**config.mk**
```make
export PLATFORM = sky130hd
export DESIGN_NAME = instr_fetch_ctrl
export DESIGN_NICKNAME = d
export VERILOG_FILES = /design/src/rtl/instr_fetch_ctrl.sv
export SDC_FILE = /design/constraint.sdc
export NUM_CORES = 1
export LEC_CHECK = 0
export ABC_AREA = 1
export CAP_MARGIN = 20
export CORE_MARGIN = 10
export CORE_UTILIZATION = 29
export DETAILED_ROUTE_END_ITERATION = 8
export HOLD_SLACK_MARGIN = 0.02
export PLACE_DENSITY = 0.86
export SYNTH_ARGS = -nofsm -noshare
export SYNTH_HDL_FRONTEND = slang
export SYNTH_SLANG_ARGS = --single-unit
export TNS_END_PERCENT = 50
```
**constraint.sdc**
```tcl
create_clock -name clk_i -period 1.35 [get_ports clk_i]
set_clock_uncertainty 0.05 [all_clocks]
set_input_delay 0.2025 -clock clk_i [delete_from_list [all_inputs] [get_ports clk_i]]
set_output_delay 0.2025 -clock clk_i [all_outputs]
set_load 0.02 [all_outputs]
```
**src/rtl/instr_fetch_ctrl.sv**
```systemverilog
// -----------------------------------------------------------------------------
// instr_fetch_ctrl
//   Sequences a small instruction memory. After reset the controller is in a
//   boot-load phase. Program words arrive on a valid/ready port and are written
//   into consecutive word addresses. The controller then enters the fetch phase.
//   In that phase it owns the PC, drives the memory byte address, and registers
//   each instruction together with its PC for the decode stage. The memory read
//   is combinational from mem_addr_o.
//
//   Optional feature macro: INSTR_FETCH_HALT_EN
//     defined   : advancing onto HALT_WORD stops fetch (HALT state, halt_o=1)
//     undefined : HALT is unreachable and halt_o stays 0
//
// Ports
//   clk_i, rst_i               clock, synchronous active-high reset
//   boot_skip_i                leave LOAD without writing (memory preloaded)
//   load_valid_i/_data_i/_last_i, load_ready_o   loader handshake
//   stall_i, branch_i, branch_addr_i             fetch control from decode
//   mem_we_o, mem_addr_o, mem_wdata_o, mem_rdata_i  instruction memory port
//   instr_o, pc_o, instr_valid_o                 registered fetch output
//   boot_done_o, halt_o                          phase status
// -----------------------------------------------------------------------------
module instr_fetch_ctrl #(
  parameter int          MEM_WORDS = 32,
  parameter logic [31:0] RESET_PC  = 32'h0000_0000,
  parameter logic [31:0] HALT_WORD = 32'hFFFF_FFFF
) (
  input  logic        clk_i,
  input  logic        rst_i,
  input  logic        boot_skip_i,
  input  logic        load_valid_i,
  input  logic [31:0] load_data_i,
  input  logic        load_last_i,
  output logic        load_ready_o,
  input  logic        stall_i,
  input  logic        branch_i,
  input  logic [31:0] branch_addr_i,
  output logic        mem_we_o,
  output logic [31:0] mem_addr_o,
  output logic [31:0] mem_wdata_o,
  input  logic [31:0] mem_rdata_i,
  output logic [31:0] instr_o,
  output logic [31:0] pc_o,
  output logic        instr_valid_o,
  output logic        boot_done_o,
  output logic        halt_o
);

  // Counter is one bit wider than the word index so it can express "full".
  localparam int               CNT_W    = $clog2(MEM_WORDS) + 1;
  localparam int               PAD_W    = 32 - CNT_W - 2;
  localparam logic [CNT_W-1:0] CNT_FULL = CNT_W'(MEM_WORDS);
  localparam logic [CNT_W-1:0] CNT_LAST = CNT_W'(MEM_WORDS - 1);
  localparam logic [CNT_W-1:0] CNT_ONE  = CNT_W'(1);
  // Byte-address wrap mask: PC and branch targets live modulo MEM_WORDS*4.
  localparam logic [31:0]      PC_MASK  = 32'(MEM_WORDS * 4 - 1);

`ifdef INSTR_FETCH_HALT_EN
  localparam logic HALT_EN = 1'b1;
`else
  localparam logic HALT_EN = 1'b0;
`endif

  typedef enum logic [1:0] {
    ST_LOAD = 2'd0,
    ST_RUN  = 2'd1,
    ST_HALT = 2'd2
  } state_t;

  state_t           r_state, w_state_nxt;
  logic [CNT_W-1:0] r_cnt, w_cnt_nxt;
  logic [31:0]      r_pc, w_pc_nxt;
  logic [31:0]      r_instr, w_instr_nxt;
  logic [31:0]      r_pc_out, w_pc_out_nxt;
  logic             r_valid, w_valid_nxt;
  logic             r_boot_done, w_boot_done_nxt;
  logic             r_halt, w_halt_nxt;
  logic             w_ready;
  logic             w_xfer;
  logic             w_enter_run;
  logic [31:0]      w_addr;

  // Next-state and combinational memory/loader outputs.
  always_comb begin
    w_state_nxt     = r_state;
    w_cnt_nxt       = r_cnt;
    w_pc_nxt        = r_pc;
    w_instr_nxt     = r_instr;
    w_pc_out_nxt    = r_pc_out;
    w_valid_nxt     = r_valid;
    w_boot_done_nxt = r_boot_done;
    w_halt_nxt      = r_halt;
    w_ready         = 1'b0;
    w_xfer          = 1'b0;
    w_enter_run     = 1'b0;
    w_addr          = r_pc;

    case (r_state)
      ST_LOAD: begin
        w_addr  = {{PAD_W{1'b0}}, r_cnt, 2'b00};
        // A skip cycle never accepts a word, so ready is withheld then.
        w_ready = !rst_i && !boot_skip_i && (r_cnt < CNT_FULL);
        w_xfer  = w_ready && load_valid_i;
        if (w_xfer) begin
          w_cnt_nxt   = r_cnt + CNT_ONE;
          w_enter_run = load_last_i || (r_cnt == CNT_LAST);
        end else begin
          w_enter_run = boot_skip_i;
        end
        if (w_enter_run) begin
          w_state_nxt     = ST_RUN;
          w_pc_nxt        = RESET_PC;
          w_boot_done_nxt = 1'b1;
          w_valid_nxt     = 1'b0;
        end else begin
          w_state_nxt = ST_LOAD;
        end
      end
      ST_RUN: begin
        w_addr = r_pc;
        if (branch_i) begin
          w_pc_nxt    = branch_addr_i & PC_MASK & 32'hFFFF_FFFC;
          w_valid_nxt = 1'b0;
        end else if (stall_i) begin
          w_pc_nxt = r_pc;
        end else if (HALT_EN && (mem_rdata_i == HALT_WORD)) begin
          // Halt word is swallowed: nothing is presented and the PC freezes.
          w_state_nxt = ST_HALT;
          w_valid_nxt = 1'b0;
          w_halt_nxt  = 1'b1;
        end else begin
          w_instr_nxt  = mem_rdata_i;
          w_pc_out_nxt = r_pc;
          w_valid_nxt  = 1'b1;
          w_pc_nxt     = (r_pc + 32'd4) & PC_MASK;
        end
      end
      ST_HALT: begin
        w_valid_nxt = 1'b0;
        w_halt_nxt  = 1'b1;
      end
      default: begin
        w_state_nxt = ST_LOAD;
      end
    endcase
  end

  // State and datapath registers with synchronous reset.
  always_ff @(posedge clk_i) begin
    if (rst_i) begin
      r_state     <= ST_LOAD;
      r_cnt       <= {CNT_W{1'b0}};
      r_pc        <= RESET_PC;
      r_instr     <= 32'h0000_0000;
      r_pc_out    <= RESET_PC;
      r_valid     <= 1'b0;
      r_boot_done <= 1'b0;
      r_halt      <= 1'b0;
    end else begin
      r_state     <= w_state_nxt;
      r_cnt       <= w_cnt_nxt;
      r_pc        <= w_pc_nxt;
      r_instr     <= w_instr_nxt;
      r_pc_out    <= w_pc_out_nxt;
      r_valid     <= w_valid_nxt;
      r_boot_done <= w_boot_done_nxt;
      r_halt      <= w_halt_nxt;
    end
  end

  assign load_ready_o  = w_ready;
  assign mem_we_o      = w_xfer;
  assign mem_addr_o    = w_addr;
  assign mem_wdata_o   = load_data_i;
  assign instr_o       = r_instr;
  assign pc_o          = r_pc_out;
  assign instr_valid_o = r_valid;
  assign boot_done_o   = r_boot_done;
  assign halt_o        = r_halt;

endmodule

```
== Yosys cells after proc, flatten, opt, wreduce, memory -nomap -nowiden ==
Cells that the tools add are included.

* Flip-flop bits (word level): 107
* Bits in latches: 0
* Memory bits (writable): 0
* Memory bits (read-only): 0
* Bits of input ports: 103
* Word-level logic and storage cells: 48
* Memories: 0

* Add/sub/neg operators: 2
* Multiply operators: 0
* Divide/modulo/power cells: 0
* Order comparisons: 1
* Equal/unequal tests: 5
* Shift operators: 0
* Multiplexer cells: 15
* Bitwise gates (word level): 2
* Reduce and logical (&&, ||, !) cells: 15

{| class="wikitable"
|+ Operators by type and width
! kind !! number
|-
| two-way mux 32 bit || 4
|-
| one-hot mux 32 bit (2 select lines) || 1
|-
| AND reduction 3 bit || 3
|-
| two-way mux 1 bit || 8
|-
| adder 7 x 3 -> 7 bit, second input constant || 1
|-
| adder 6 x 1 -> 6 bit, second input constant || 1
|-
| equality test 6 x 5 -> 1 bit, second input constant || 1
|-
| less-than comparator 6 bit, second input constant || 1
|-
| one-hot mux 2 bit (2 select lines) || 1
|-
| AND reduction 2 bit || 2
|-
| logical AND 1 bit || 3
|-
| inequality test 3 bit, second input constant || 1
|-
| one-hot mux 1 bit (3 select lines) || 1
|-
| nonzero test 3 bit || 1
|-
| equality test 2 x 1 -> 1 bit, second input constant || 1
|-
| equality test 2 bit, second input constant || 1
|-
| zero test 1 bit || 2
|-
| zero test 2 bit || 1
|-
| inequality test 2 bit, second input constant || 1
|-
| NOT 1 bit || 2
|-
| nonzero test 2 bit || 1
|-
| OR reduction 2 bit || 1
|-
| logical OR 1 bit || 1
|}

== Depth between registers and ports, before layout ==
* Word-level depth: 8
* Depth in mapped cells: 9
* Depth with buffers taken out: 9

== Least setup slack after synthesis ==
OpenSTA, ideal clock, no wires.

* Path kind: register to register
* From: register r_cnt[0]
* To: register r_pc[4]
* Arrival time: 1.123 ns
* Slack: 0.064 ns
* Cell stages (with the launch flop): 9
* Path buffers: 0
* Clock period less this slack: 1.286 ns
* Path through: dfxtp_1 ha_1 nand3_1 o21bai_1 nand2_2 nand3_4 nand2_4 nor2_1 nor2_1

* Word-level cells in the longest chain between the ends: 7

{| class="wikitable"
|+ RTL lines
! item !! RTL line !! text
|-
| start: declaration || 71 || <nowiki>logic [CNT_W-1:0] r_cnt, w_cnt_nxt;</nowiki>
|-
| start signal: assignment || 152 || <nowiki>r_cnt <= {CNT_W{1'b0}};</nowiki>
|-
| start signal: assignment || 161 || <nowiki>r_cnt <= w_cnt_nxt;</nowiki>
|-
| less-than comparator 6 bit || 102 || <nowiki>w_ready = !rst_i && !boot_skip_i && (r_cnt < CNT_FULL);</nowiki>
|-
| logical AND 1 bit || 102 ||
|-
| logical AND 1 bit || 103 || <nowiki>w_xfer = w_ready && load_valid_i;</nowiki>
|-
| two-way mux 1 bit * || 104 || <nowiki>if (w_xfer) begin</nowiki>
|-
| two-way mux 1 bit * || 98 || <nowiki>case (r_state)</nowiki>
|-
| inequality test 2 bit (no line) * || -- ||
|-
| AND reduction 3 bit (no line) * || -- ||
|-
| end signal: assignment || 162 || <nowiki>r_pc <= w_pc_nxt;</nowiki>
|-
| end: declaration || 72 || <nowiki>logic [31:0] r_pc, w_pc_nxt;</nowiki>
|}

Every way passes the cells marked *; elsewhere a longest branch is shown, timed or not. The select of a mux whose other input is x is not followed.
A chain may end at the register's enable or synchronous reset.

== Worst setup path after layout ==
* From: register r_state[0]
* To: output mem_addr_o[4]

* Word-level cells in the longest chain between the ends: 2

{| class="wikitable"
|+ RTL lines
! item !! RTL line !! text
|-
| start: declaration || 70 || <nowiki>state_t r_state, w_state_nxt;</nowiki>
|-
| start signal: assignment || 160 || <nowiki>r_state <= w_state_nxt;</nowiki>
|-
| zero test 2 bit || 98 ||
|-
| two-way mux 32 bit || 98 ||
|-
| end: declaration || 39 || <nowiki>output logic [31:0] mem_addr_o,</nowiki>
|}

Every way passes these cells.

==> impl_metrics.ini <==
[floorplan]
die_w_um = 117
start_util_pct = 29.6
core_um2 = 9200
fp.dieArea_um2 = 13700
die_h_um = 117
io_pins = 236
rows = 35

[critical_path]
crit_chain = buf_6 -> buf_6 -> o21ai_2 -> buf_6
worst_path_largest_cell_delay_ns = 0.37
startpoint_type = flop
worstRegToRegCells = 8
crit_top_cell = buf_6
cp.required_ns = 1.10
critPathTopFamily = buffers and inverters
worst-setup-path-type = reg2out
path_buf_inv = 3
cp-end-kind = output port
arrival_ns = 1.20
path_max_fanout = 4
slowest_stage = dfxtp_4
crit_cells = 4

[timing]
relSlewSlack_pct = 58.9
setup_tns_ns = -0.623
finalWorstSetupSlack_ns = -0.102
drv_slew = 0
max_slew.worst_pin.slew_ns = 0.616
final.period_utilization_pct = 108
rsz0062_at_grt = true
finalHoldWorstSlack_ns = 0.323
setup_viol = 22
fmax_mhz = 689
final_hold_viol_count = 0
min_period_ns = 1.45

[finish]
area_growth_pct = 58.9
stdcell_area_um2 = 4330
ff_latch_area_um2 = 1030
drive_gt1_share_pct = 32.4
nets = 567
diodes = 0
n_fill_cell = 879
multi_input_area_um2 = 1500

[global_routing]
grtUsageMet2_pct = 19.8
grt_pass1_wl_um = 12600
first_global_vias = 2499
track_usage_pct = 11.6
grt_use_met3_pct = 6.12
busiest_layer = met2
use_met1_pct = 12.0
grt-ovfl-total = 0
grt_max_degree = 46
antenna_found_initial = 0

[power_and_ir_drop]
switching_share_pct = 30.5
p_total_mw = 3.74
p_sw_mw = 1.14
intPower_mw = 2.60
combPwrFrac_pct = 25.7
p_per_area_nw_per_um2 = 864
leakagePower_nw = 1.95
seq_power_share_pct = 43.4
p_clk_share_pct = 30.9
peakVddDrop_uv = 696

[synth]
synth-edff-count = 0
yosysSeqAreaShare_pct = 37.5
netlist_top_cells_count = nor2_1 (89), buf_4 (86), dfxtp_1 (51)
ys_warn_count = 0
synth_cell_types = 30
synth_seq_cells = 51
synthTopCellsByArea = dfxtp_1 (37%), buf_4 (24%), nor2_1 (12%)
syn_area_um2 = 2720
synthFlopType = dfxtp_1
synth.most_common_cell = nor2_1
synth_top_area_cell = dfxtp_1
syn_inst = 362
syn_area_per_cell_um2 = 7.52
synth_top_area_share_pct = 37.5
async_reset_ff_share_pct = 0

[drt]
drc_errors = 0
first_pass_iters = 4
wl_per_cell_um = 15.4
ant_nets = 0
routed_wl_um = 8840
routed_via_density = 4.34
drt_iter0_markers = 79
vias = 2492

[placed_design]
port_buffers = 90
postPlaceCellArea_um2 = 3510
place_congestion = 0.859
place_worst_setup_slack_ns = -0.574
dpl.hpwl_um = 6170

[clock_network]
clkSinkCount = 51
cts_tree = built
numCtsBuffers = 5
cts-root-buf = clkbuf_8
clkTransAtPathRegs_ns = 0.10
cts_hold_buf = 0
clock_latency_ns = 0.30
clock_path_buffers = 2
h-tree-depth = 2

[outcome]
violations = negative setup slack
status = finished, violations left

[worst_hold_path]
hold_class = in2reg
holdPathStages = 3

[flow_run]
cap_viol_max_count = 0
-- per-stage QoR --
step / instances / utilization (%)
floorplan: 415 / -
global placement: 548 / 38.1
detailed placement: 548 / 38.1
CTS: 574 / 45.6
global route: 574 / 47.1
finish: 574 / 47.1
-- logic make-up (layout without fill, tap and decap cells) --
group / after synthesis / after routing / share of synthesized area (%)
and+or+nand+nor: 130 / 130 / 20.3
buffers and inverters: 113 / 161 / 28.5
AOI/OAI and AO/OA: 63 / 63 / 12.0
DFF: 51 / 51 / 37.5
adders and majority gates: 2 / 2 / 0.919
xor gates and xnor gates: 2 / 2 / 0.643
other: 1 / 54 / 0.138
-- sequential cells by signal, indices dropped and copies added (netlist names) --
signal,flops
instr_o,32
r_cnt,6
pc_o,5
r_pc,5
boot_done_o,1
instr_valid_o,1
r_state,1
-- placed cells by master, fill, tap and decap left out, types with 3 or more instances in the layout --
cell,instances
a21oi_1,10
buf_12,8
buf_16,5
buf_4,24
buf_6,18
clkbuf_8,6
clkdlybuf4s15_1,4
clkdlybuf4s50_1,42
conb_1,54
dfxtp_1,46
dfxtp_2,4
dlygate4sd2_1,35
inv_1,7
inv_2,5
nand2_1,23
nand2_2,4
nand3_1,6
nor2_1,55
nor2_2,10
nor2_4,26
o21ai_0,14
o21ai_1,9
o21ai_2,20
o21ai_4,3
-- power by group through the flow --
stage	Combinational, mW	Sequential (mW)	Clock [mW]
detailed placement	0.778	1.65	0
global placement	0.764	1.65	0
global route	1.03	1.64	1.25
floorplan	0.586	1.72	0
CTS	0.912	1.62	1.20
finish	0.960	1.63	1.16
-- what timing repair did --
| item | in CTS | in global routing |
|---|---|---|
| buffers inserted | 11 | 3 |
| setup endpoints to repair | 91 | 55 |
| resized for setup | 203 | 57 |
| cloned | 7 | 0 |
| pin swaps | 35 | 30 |
-- area by class of cell --
type | count | share of cell area (%)
sequential | 51 | 23.8
inverter | 15 | 1.65
clock buffer | 6 | 1.91
tap | 111 | 3.21
timing repair buffer | 138 | 33.9
multi-input combinational | 251 | 34.7
clock inverter | 2 | 0.896
-- routing by layer --
layer  vias up  wire, um
met5         -         0
met4         0       174
met3        19      1050
met2       114      4290
met1      1156      3320
li1       1203         -
-- worst reg2reg max path: stages (launching register included) --
cell     delay, ns
dfxtp_4       0.38
inv_4         0.05
buf_12        0.11
nor3_4        0.15
buf_6         0.16
buf_12        0.12
buf_16        0.12
o21ai_1       0.06
nor2_1        0.12
-- path summary, 6_finish.rpt --
kind	start	endpoint	slack (ns)
hold reg to reg	boot_done_o	boot_done_o	0.42
setup reg to reg	r_state[0]	instr_o[18]	-0.04
hold / removal	rst_i	instr_valid_o	0.32
setup / recovery	r_state[0]	mem_addr_o[4]	-0.10
Note: power is estimated with default switching activity, not from simulation.
